$ cat config.mk
export PLATFORM = sky130hd
export DESIGN_NAME = change_dispenser_flat
export DESIGN_NICKNAME = d
export VERILOG_FILES = /design/src/rtl/ticket_pkg.sv /design/src/rtl/change_dispenser_if.sv /design/src/rtl/change_dispenser_coin_selector.sv /design/src/rtl/change_dispenser.sv /design/src/flat_wrapper.sv
export SDC_FILE = /design/constraint.sdc
export NUM_CORES = 1
export LEC_CHECK = 0
export CAP_MARGIN = 20
export CORE_ASPECT_RATIO = 2
export CORE_MARGIN = 5
export CORE_UTILIZATION = 53
export CTS_CLUSTER_SIZE = 28
export DETAILED_ROUTE_END_ITERATION = 6
export GPL_ROUTABILITY_DRIVEN = 0
export GPL_TIMING_DRIVEN = 0
export PLACE_DENSITY = 0.81
export SYNTH_ARGS = -nofsm -noshare
export SYNTH_HDL_FRONTEND = slang
export SYNTH_HIERARCHICAL = 1
export SYNTH_SLANG_ARGS = --single-unit
$ cat constraint.sdc
create_clock -name clk -period 3.9 [get_ports clk]
set_input_delay 0.975 -clock clk [delete_from_list [all_inputs] [get_ports clk]]
set_output_delay 0.975 -clock clk [all_outputs]
set_load 0.005 [all_outputs]
$ cat src/rtl/ticket_pkg.sv
// Shared types and constants for the change dispenser.
// Coin denominations, FSM state encoding and the default money width.
package ticket_pkg;

    localparam int MONEY_W = 7;
    localparam int COIN_W  = 4;

    localparam int unsigned COIN_10 = 10;
    localparam int unsigned COIN_5  = 5;
    localparam int unsigned COIN_1  = 1;

    typedef enum logic [2:0] {
        IDLE,
        CALC,
        DISPENSE,
        DONE,
        ERR
    } dispense_state_t;

    function automatic logic [3:0] sat_inc4(input logic [3:0] value);
        return (value == 4'hF) ? value : value + 4'd1;
    endfunction

endpackage

$ cat src/rtl/change_dispenser_if.sv
// Coin hopper handshake: one coin per valid/ready transfer.
// The dispenser drives the master side, the hopper the slave side.
interface change_dispenser_if #(
    parameter int COIN_W = 4
);
    logic              coin_valid;
    logic [COIN_W-1:0] coin_value;
    logic              coin_ready;

    modport master (output coin_valid, output coin_value, input coin_ready);
    modport slave  (input coin_valid, input coin_value, output coin_ready);
endinterface

$ cat src/rtl/change_dispenser_coin_selector.sv
// Picks the largest coin that fits the outstanding change; 0 when nothing is owed.
module coin_selector #(
    parameter int MONEY_W = 7,
    parameter int COIN_W  = 4
) (
    input  logic [MONEY_W-1:0] amount,
    output logic [COIN_W-1:0]  coin
);
    import ticket_pkg::*;

    always_comb begin
        coin = '0;
        if (amount >= MONEY_W'(COIN_10)) begin
            coin = COIN_W'(COIN_10);
        end else if (amount >= MONEY_W'(COIN_5)) begin
            coin = COIN_W'(COIN_5);
        end else if (amount != '0) begin
            coin = COIN_W'(COIN_1);
        end
    end
endmodule

$ cat src/rtl/change_dispenser.sv
// Change dispenser: computes paid-cost and pays it out largest coin first.
// Optional per-denomination coin counters when COIN_COUNT_EN is defined.
//
// state    | meaning
// IDLE     | waiting for start, operands captured on start
// CALC     | compare operands, load change_left
// DISPENSE | present coins to the hopper until change_left reaches 0
// DONE     | one-cycle done pulse
// ERR      | one-cycle underpaid pulse
module change_dispenser #(
    parameter int MONEY_W = ticket_pkg::MONEY_W,
    parameter int COIN_W  = ticket_pkg::COIN_W
) (
    input  logic                 clk,
    input  logic                 reset,
    input  logic                 start,
    input  logic [MONEY_W-1:0]   total_paid,
    input  logic [MONEY_W-1:0]   total_cost,
    change_dispenser_if.master   coin,
    output logic [MONEY_W-1:0]   change_left,
    output logic                 busy,
    output logic                 done,
    output logic                 underpaid
`ifdef COIN_COUNT_EN
    ,
    output logic [3:0]           cnt10,
    output logic [3:0]           cnt5,
    output logic [3:0]           cnt1
`endif
);
    import ticket_pkg::*;

    dispense_state_t    state, state_next;
    logic [MONEY_W-1:0] paid_q, cost_q;
    logic [COIN_W-1:0]  sel_coin;
    logic               handshake;

    coin_selector #(
        .MONEY_W (MONEY_W),
        .COIN_W  (COIN_W)
    ) u_coin_selector (
        .amount (change_left),
        .coin   (sel_coin)
    );

    assign handshake = (state == DISPENSE) && coin.coin_ready;

    always_ff @(posedge clk) begin
        if (!reset) begin
            state <= IDLE;
        end else begin
            state <= state_next;
        end
    end

    always_comb begin
        state_next      = state;
        coin.coin_valid = 1'b0;
        coin.coin_value = '0;
        busy            = 1'b1;
        done            = 1'b0;
        underpaid       = 1'b0;
        case (state)
            IDLE: begin
                busy = 1'b0;
                if (start) begin
                    state_next = CALC;
                end
            end
            CALC: begin
                if (paid_q < cost_q) begin
                    state_next = ERR;
                end else if (paid_q == cost_q) begin
                    state_next = DONE;
                end else begin
                    state_next = DISPENSE;
                end
            end
            DISPENSE: begin
                coin.coin_valid = 1'b1;
                coin.coin_value = sel_coin;
                // Last coin: the remaining change equals the coin being taken.
                if (handshake && (change_left == MONEY_W'(sel_coin))) begin
                    state_next = DONE;
                end
            end
            DONE: begin
                done       = 1'b1;
                state_next = IDLE;
            end
            ERR: begin
                underpaid  = 1'b1;
                state_next = IDLE;
            end
            default: begin
                state_next = IDLE;
            end
        endcase
    end

    always_ff @(posedge clk) begin
        if (!reset) begin
            paid_q      <= '0;
            cost_q      <= '0;
            change_left <= '0;
        end else begin
            case (state)
                IDLE: begin
                    if (start) begin
                        paid_q <= total_paid;
                        cost_q <= total_cost;
                    end
                end
                CALC: begin
                    if (paid_q > cost_q) begin
                        change_left <= paid_q - cost_q;
                    end else begin
                        change_left <= '0;
                    end
                end
                DISPENSE: begin
                    if (handshake) begin
                        change_left <= change_left - MONEY_W'(sel_coin);
                    end
                end
                ERR: begin
                    change_left <= '0;
                end
                default: begin
                end
            endcase
        end
    end

`ifdef COIN_COUNT_EN
    // Counts stay visible after DONE and clear only when a new transaction starts.
    always_ff @(posedge clk) begin
        if (!reset) begin
            cnt10 <= '0;
            cnt5  <= '0;
            cnt1  <= '0;
        end else if ((state == IDLE) && start) begin
            cnt10 <= '0;
            cnt5  <= '0;
            cnt1  <= '0;
        end else if (handshake) begin
            if (sel_coin == COIN_W'(COIN_10)) begin
                cnt10 <= sat_inc4(cnt10);
            end else if (sel_coin == COIN_W'(COIN_5)) begin
                cnt5 <= sat_inc4(cnt5);
            end else if (sel_coin == COIN_W'(COIN_1)) begin
                cnt1 <= sat_inc4(cnt1);
            end
        end
    end
`endif

endmodule

$ cat src/flat_wrapper.sv
// flat-port wrapper written by rule: the top's interface ports become plain ports
module change_dispenser_flat import ticket_pkg::*;
#(
    parameter int MONEY_W = ticket_pkg::MONEY_W,
    parameter int COIN_W  = ticket_pkg::COIN_W
)
  (clk, reset, start, total_paid, total_cost, change_left, busy, done, underpaid, coin_coin_valid, coin_coin_value, coin_coin_ready);
  change_dispenser_if #(.COIN_W(COIN_W)) coin_i ();
  input  logic clk;
  input  logic reset;
  input  logic start;
  input  logic [MONEY_W-1:0] total_paid;
  input  logic [MONEY_W-1:0] total_cost;
  output logic [MONEY_W-1:0] change_left;
  output logic busy;
  output logic done;
  output logic underpaid;
  output wire logic [$bits(coin_i.coin_valid)-1:0] coin_coin_valid;
  output wire logic [$bits(coin_i.coin_value)-1:0] coin_coin_value;
  input wire logic [$bits(coin_i.coin_ready)-1:0] coin_coin_ready;
  assign coin_coin_valid = coin_i.coin_valid;
  assign coin_coin_value = coin_i.coin_value;
  assign coin_i.coin_ready = coin_coin_ready;
  change_dispenser #(.MONEY_W(MONEY_W), .COIN_W(COIN_W)) u_core (.clk(clk), .reset(reset), .start(start), .total_paid(total_paid), .total_cost(total_cost), .coin(coin_i), .change_left(change_left), .busy(busy), .done(done), .underpaid(underpaid));
endmodule
Word-level counts from Yosys, hierarchy flattened
Cells that the tools add are included.
- mux-type cells: 16
- $lt $le $gt $ge: 4
- reduce and logical (&&, ||, !) cells: 8
- add/subtract/negate cells: 2
- equality and inequality tests: 9
- operators by type and width (operator ; count):
    7-bit case mux with 3 select lines ; 1
    7-bit two-way mux ; 2
    3-bit two-way mux ; 4
    3-bit case mux with 3 select lines ; 1
    4-bit two-way mux ; 2
    7-bit by 4-bit equality test with 1-bit output ; 1
    7-bit equality test ; 1
    7-bit by 3-bit greater-or-equal comparator with 1-bit output, second input constant ; 1
    7-bit by 4-bit greater-or-equal comparator with 1-bit output, second input constant ; 1
    7-bit > comparator ; 1
    7-bit < comparator ; 1
    7-bit nonzero test ; 1
    7-bit by 4-bit subtractor with 7-bit output ; 1
    7-bit subtractor ; 1
    3-bit by 2-bit equality test with 1-bit output, second input constant ; 2
    1-bit two-way mux ; 6
    2-bit AND reduction ; 3
    2-bit != test, second input constant ; 2
    3-bit by 1-bit equality test with 1-bit output, second input constant ; 1
    3-bit equality test, second input constant ; 1
    3-bit zero test ; 1
    3-bit nonzero test ; 1
    1-bit logical AND ; 2
    2-bit by 1-bit != test with 1-bit output, second input constant ; 1
- output and inout port bits: 15
- register bits after elaboration: 24
- bits of input ports: 18
- word-level logic and storage cells: 43

Longest topological paths before layout
- word-level depth: 8
- depth in mapped cells: 11
- gate-level depth less buffers: 11

Modules after synthesis
The synthesis kept the hierarchy.
- by module, submodules not included (module ; seq. area each (sq um) ; area each (sq um) ; times used ; cells each):
    change_dispenser ; 480.5 ; 1649.1 ; 1 ; 200
    coin_selector ; 0.0 ; 56.3 ; 1 ; 10

Least setup slack after synthesis
OpenSTA, ideal clock, no wires.
- path type: reg2reg
- start: reg u_core.change_left[4]
- end: reg u_core.change_left[6]
- path slack: 1.377 ns
- setup time: 0.119 ns
- arrival: 2.404 ns
- clock period less this slack: 2.523 ns
- data required time: 3.781 ns
- buffers on the path: 0
- stages on the path, launching flop included: 12
- path through: dfxtp_1 nor3_1 nand2_1 nor2_1 ha_1 inv_1 fa_1 a21o_1 a2111oi_2 xnor2_1 o21ai_0 o221a_2
- elaborated cells on any way between the ends: 9
- those cells by class: add/sub: 1; order compare: 2; mux: 5; reduce/logical: 1
- RTL lines (item ; RTL line ; source):
    start: declaration ; change_dispenser.sv:20 ; output logic [MONEY_W-1:0] change_left,
    start signal: assignment ; change_dispenser.sv:116 ; change_left <= paid_q - cost_q;
    start signal: assignment ; change_dispenser.sv:123 ; change_left <= change_left - MONEY_W'(sel_coin);
    7-bit by 4-bit greater-or-equal comparator with 1-bit output ; change_dispenser_coin_selector.sv:13 ; if (amount >= MONEY_W'(COIN_10)) begin
    4-bit two-way mux ; change_dispenser_coin_selector.sv:13 ;
    net u_core.sel_coin[1] ; change_dispenser.sv:35 ; logic [COIN_W-1:0] sel_coin;
    7-bit by 4-bit subtractor with 7-bit output ; change_dispenser.sv:123 ;
    7-bit two-way mux ; change_dispenser.sv:122 ; if (handshake) begin
    7-bit case mux with 3 select lines ; change_dispenser.sv:107 ; case (state)
The timed path passes the listed nets, and every way through them passes these cells. The select of a mux whose other input is x is not followed.
A chain may end at the register's enable or synchronous reset.

Worst setup path after layout
- start: reg u_core.change_left[3]
- end: out coin_coin_value[2]
- cells in the longest elaborated chain, start to end: 4
- elaborated cells on any way between the ends: 5
- those cells by class: order compare: 2; mux: 3
- ends and longest elaborated chain (item ; RTL line ; source):
    7-bit by 3-bit greater-or-equal comparator with 1-bit output ; change_dispenser_coin_selector.sv:15 ; end else if (amount >= MONEY_W'(COIN_5)) begin
    3-bit two-way mux ; change_dispenser_coin_selector.sv:15 ;
    4-bit two-way mux (*) ; change_dispenser_coin_selector.sv:13 ;
    net u_core.sel_coin[2] ; change_dispenser.sv:35 ;
    4-bit two-way mux (*) ; change_dispenser.sv:63 ; case (state)
    end: declaration ; flat_wrapper.sv:19 ; output wire logic [$bits(coin_i.coin_value)-1:0] coin_coin_value;
Mark *: on every way through the listed nets, which the timed path passes. The rest lies on a longest branch.

==> impl_metrics.toml <==
[timing]
hold_viol_final = 0
drv_slew = 0
skew_ns = 0.00733
setup_tns_ns = 0
worst_slew_pin_slew_ns = 0.437
clock.fmax_ghz = 0.338
finalCriticalPeriod_ns = 2.96
maxSlewHeadroom = 0.709
rsz0062_at_grt = "false"
setup_violations = 0
layout_setup_ws_ns = 0.944
post-route-period-util = 0.758

[clocking]
cts-root-buf = "clkbuf_8"
postCtsSetupRepairBufs = 0
cts.repair.resized = 0
cts_tree = "built"
clkTransAtPathRegs_ns = 0.08
hold_buffers = 0
insertion_delay_ns = 0.28
cts.path.max_buffers = 2
ctsHtreeMaxLevel = 1
numCtsBuffers = 3
clock-sinks = 24

[floorplanning]
start_util = 0.540
die_w_um = 50.1
rows = 29
coreArea_um2 = 3160
die-height_um = 90.2
io-pin-count = 33
fp.dieArea_um2 = 4520

[yosys]
seq_area_frac_synth = 0.282
synth_ff_type = "dfxtp_1"
syn_area_um2 = 1710
yosysWarnings = 6
syn_inst = 210
synth-seq-cells = 24
synthArstFlopShare = 0
syn-num-nets = 241
synth_cell_type_count = 55
synth_edf_count = 0
syn_avg_cell_area_um2 = 8.12

[global_routing]
grt_pass1_vias = 1529
grt_usage = 0.179
grt_pass1_wl_um = 6620
grt_max_degree = 15
overflow = 0
antenna_found_initial = 0

[routing]
via_count = 1619
first_pass_iters = 4
viasPerCell = 5.84
wire_per_inst_um = 13.9
detail-route-antenna-nets = 0
drt-total-wl_um = 3860
drtIter0Drc = 31
drcViolationCount = 0

[finish]
final_cell_mix = "nand2_1, clkdlybuf4s50_1, dfxtp_1"
area_growth_pct = 25.2
final_util = 0.677
drive_gt1_frac = 0.0813
layout_commonest_cell = "nand2_1"
layout.nets = 278
insertedDiodeCount = 0

[power_and_ir_drop]
ir_drop_uv = 395
p_leak_nw = 0.850
power_density_nw_per_um2 = 822
power_mw = 1.75

[worst_setup_path]
critPathBufInv = 3
critPathMostFrequentCell = "inv_1"
path_class = "reg -> out"
crit_chain = "inv_1 > or3_1 > a21boi_1 > inv_1 > nor2_1 > clkdlybuf4s50_1"
endpoint_kind = "output pin"
slowest_delay_ns = 0.51
cp.arrival_ns = 1.98
start_kind = "flop"
critPathRequiredTime_ns = 2.92
crit_family = "buffers and inverters"
slowest_stage = "clkdlybuf4s50_1"
cp_max_fo = 6

[outcome]
run_status = "completed"

[worst_hold_path]
hold_path_class = "reg -> reg"

[job]
cap_violations = 0

[placed_design]
numPortBuffers = 32
hpwl_um = 3080
dp_slack_ns = 0.988
[layout make-up]
class	count	area, µm²
Fill cell	284	1020
Buffer	10	61.3
Inverter	18	67.6
Clock inverter	1	30.0
Multi-Input combinational cell	158	1100
Tap cell	31	38.8
Clock buffer	3	41.3
Timing Repair Buffer	32	320
Sequential cell	24	480
[cells in the mapped netlist (3+ instances only)]
library cell,count,area share
buf_2,4,0.012
inv_1,18,0.040
nor3_1,6,0.018
a21oi_1,12,0.035
clkbuf_1,3,0.0066
o21ai_0,9,0.026
nor2b_1,3,0.011
nand2_1,33,0.073
nor2_1,10,0.022
nand4_1,3,0.011
xnor2_1,4,0.021
ha_1,11,0.081
dfxtp_1,24,0.28
a21boi_0,15,0.066
a31oi_1,4,0.015
[per-stage QoR]
step	hold WS (ns)	cells	area [µm²]
after floorplan	0.443	210	1710
after global placement	0.452	273	2060
after detailed placement	0.458	273	2060
after CTS	0.470	277	2140
after global routing	0.500	277	2140
final	0.466	277	2140
[report_power, final]
group	total (mW)	leakage, nW	switching [mW]	internal [mW]
logic	1.16	0.618	0.613	0.550
clock network	0.222	0.0357	0.0849	0.138
registers	0.370	0.197	0.0583	0.311
[state kept, by name, summed over array words and instances (netlist names)]
name and cells:
u_core/state 3, u_core/cost_q 7, u_core/paid_q 7, u_core/change_left 7
[routing by layer]
layer	global-route usage	routed length [µm]	vias up	share of wire
met3	0.0232	131	19	0.034
met2	0.316	2130	42	0.55
met4	0.120	201	0	0.052
li1	-	-	821	-
met5	0	0	-	0
met1	0.184	1400	737	0.36
[logic make-up (layout without fill, tap and decap cells)]
group | Yosys count | after routing | synth area share
fa+ha+maj | 13 | 13 | 0.104
buf+inv | 28 | 64 | 0.0756
mux | 2 | 2 | 0.0117
xor+xnor | 5 | 5 | 0.0257
compound gates | 63 | 63 | 0.280
flops | 24 | 24 | 0.282
simple gates | 75 | 75 | 0.221
[worst paths after layout]
| kind | start | endpoint | slack, ns | depth (start not counted) |
|---|---|---|---|---|
| max | u_core/change_left[3]$_SDFFE_PN0P_ | coin_coin_value[2] | 0.94 | 6 |
| max reg2reg | u_core/change_left[4]$_SDFFE_PN0P_ | u_core/change_left[6]$_SDFFE_PN0P_ | 0.99 | 11 |
| min reg2reg | u_core/cost_q[5]$_SDFFE_PN0P_ | u_core/cost_q[5]$_SDFFE_PN0P_ | 0.47 | 2 |
| min | u_core/cost_q[5]$_SDFFE_PN0P_ | u_core/cost_q[5]$_SDFFE_PN0P_ | 0.47 | 2 |
[worst reg2reg max path, stage by stage, from the launching register on]
cell and delay (ns):
dfxtp_1 0.39, nor3_1 0.32, nand2_1 0.16, nor2_1 0.15, ha_1 0.18, inv_1 0.05
fa_1 0.40, a21o_1 0.21, a2111oi_2 0.45, xnor2_1 0.16, o21ai_0 0.10, o221a_2 0.25
Power figures use the tool's default switching activity.
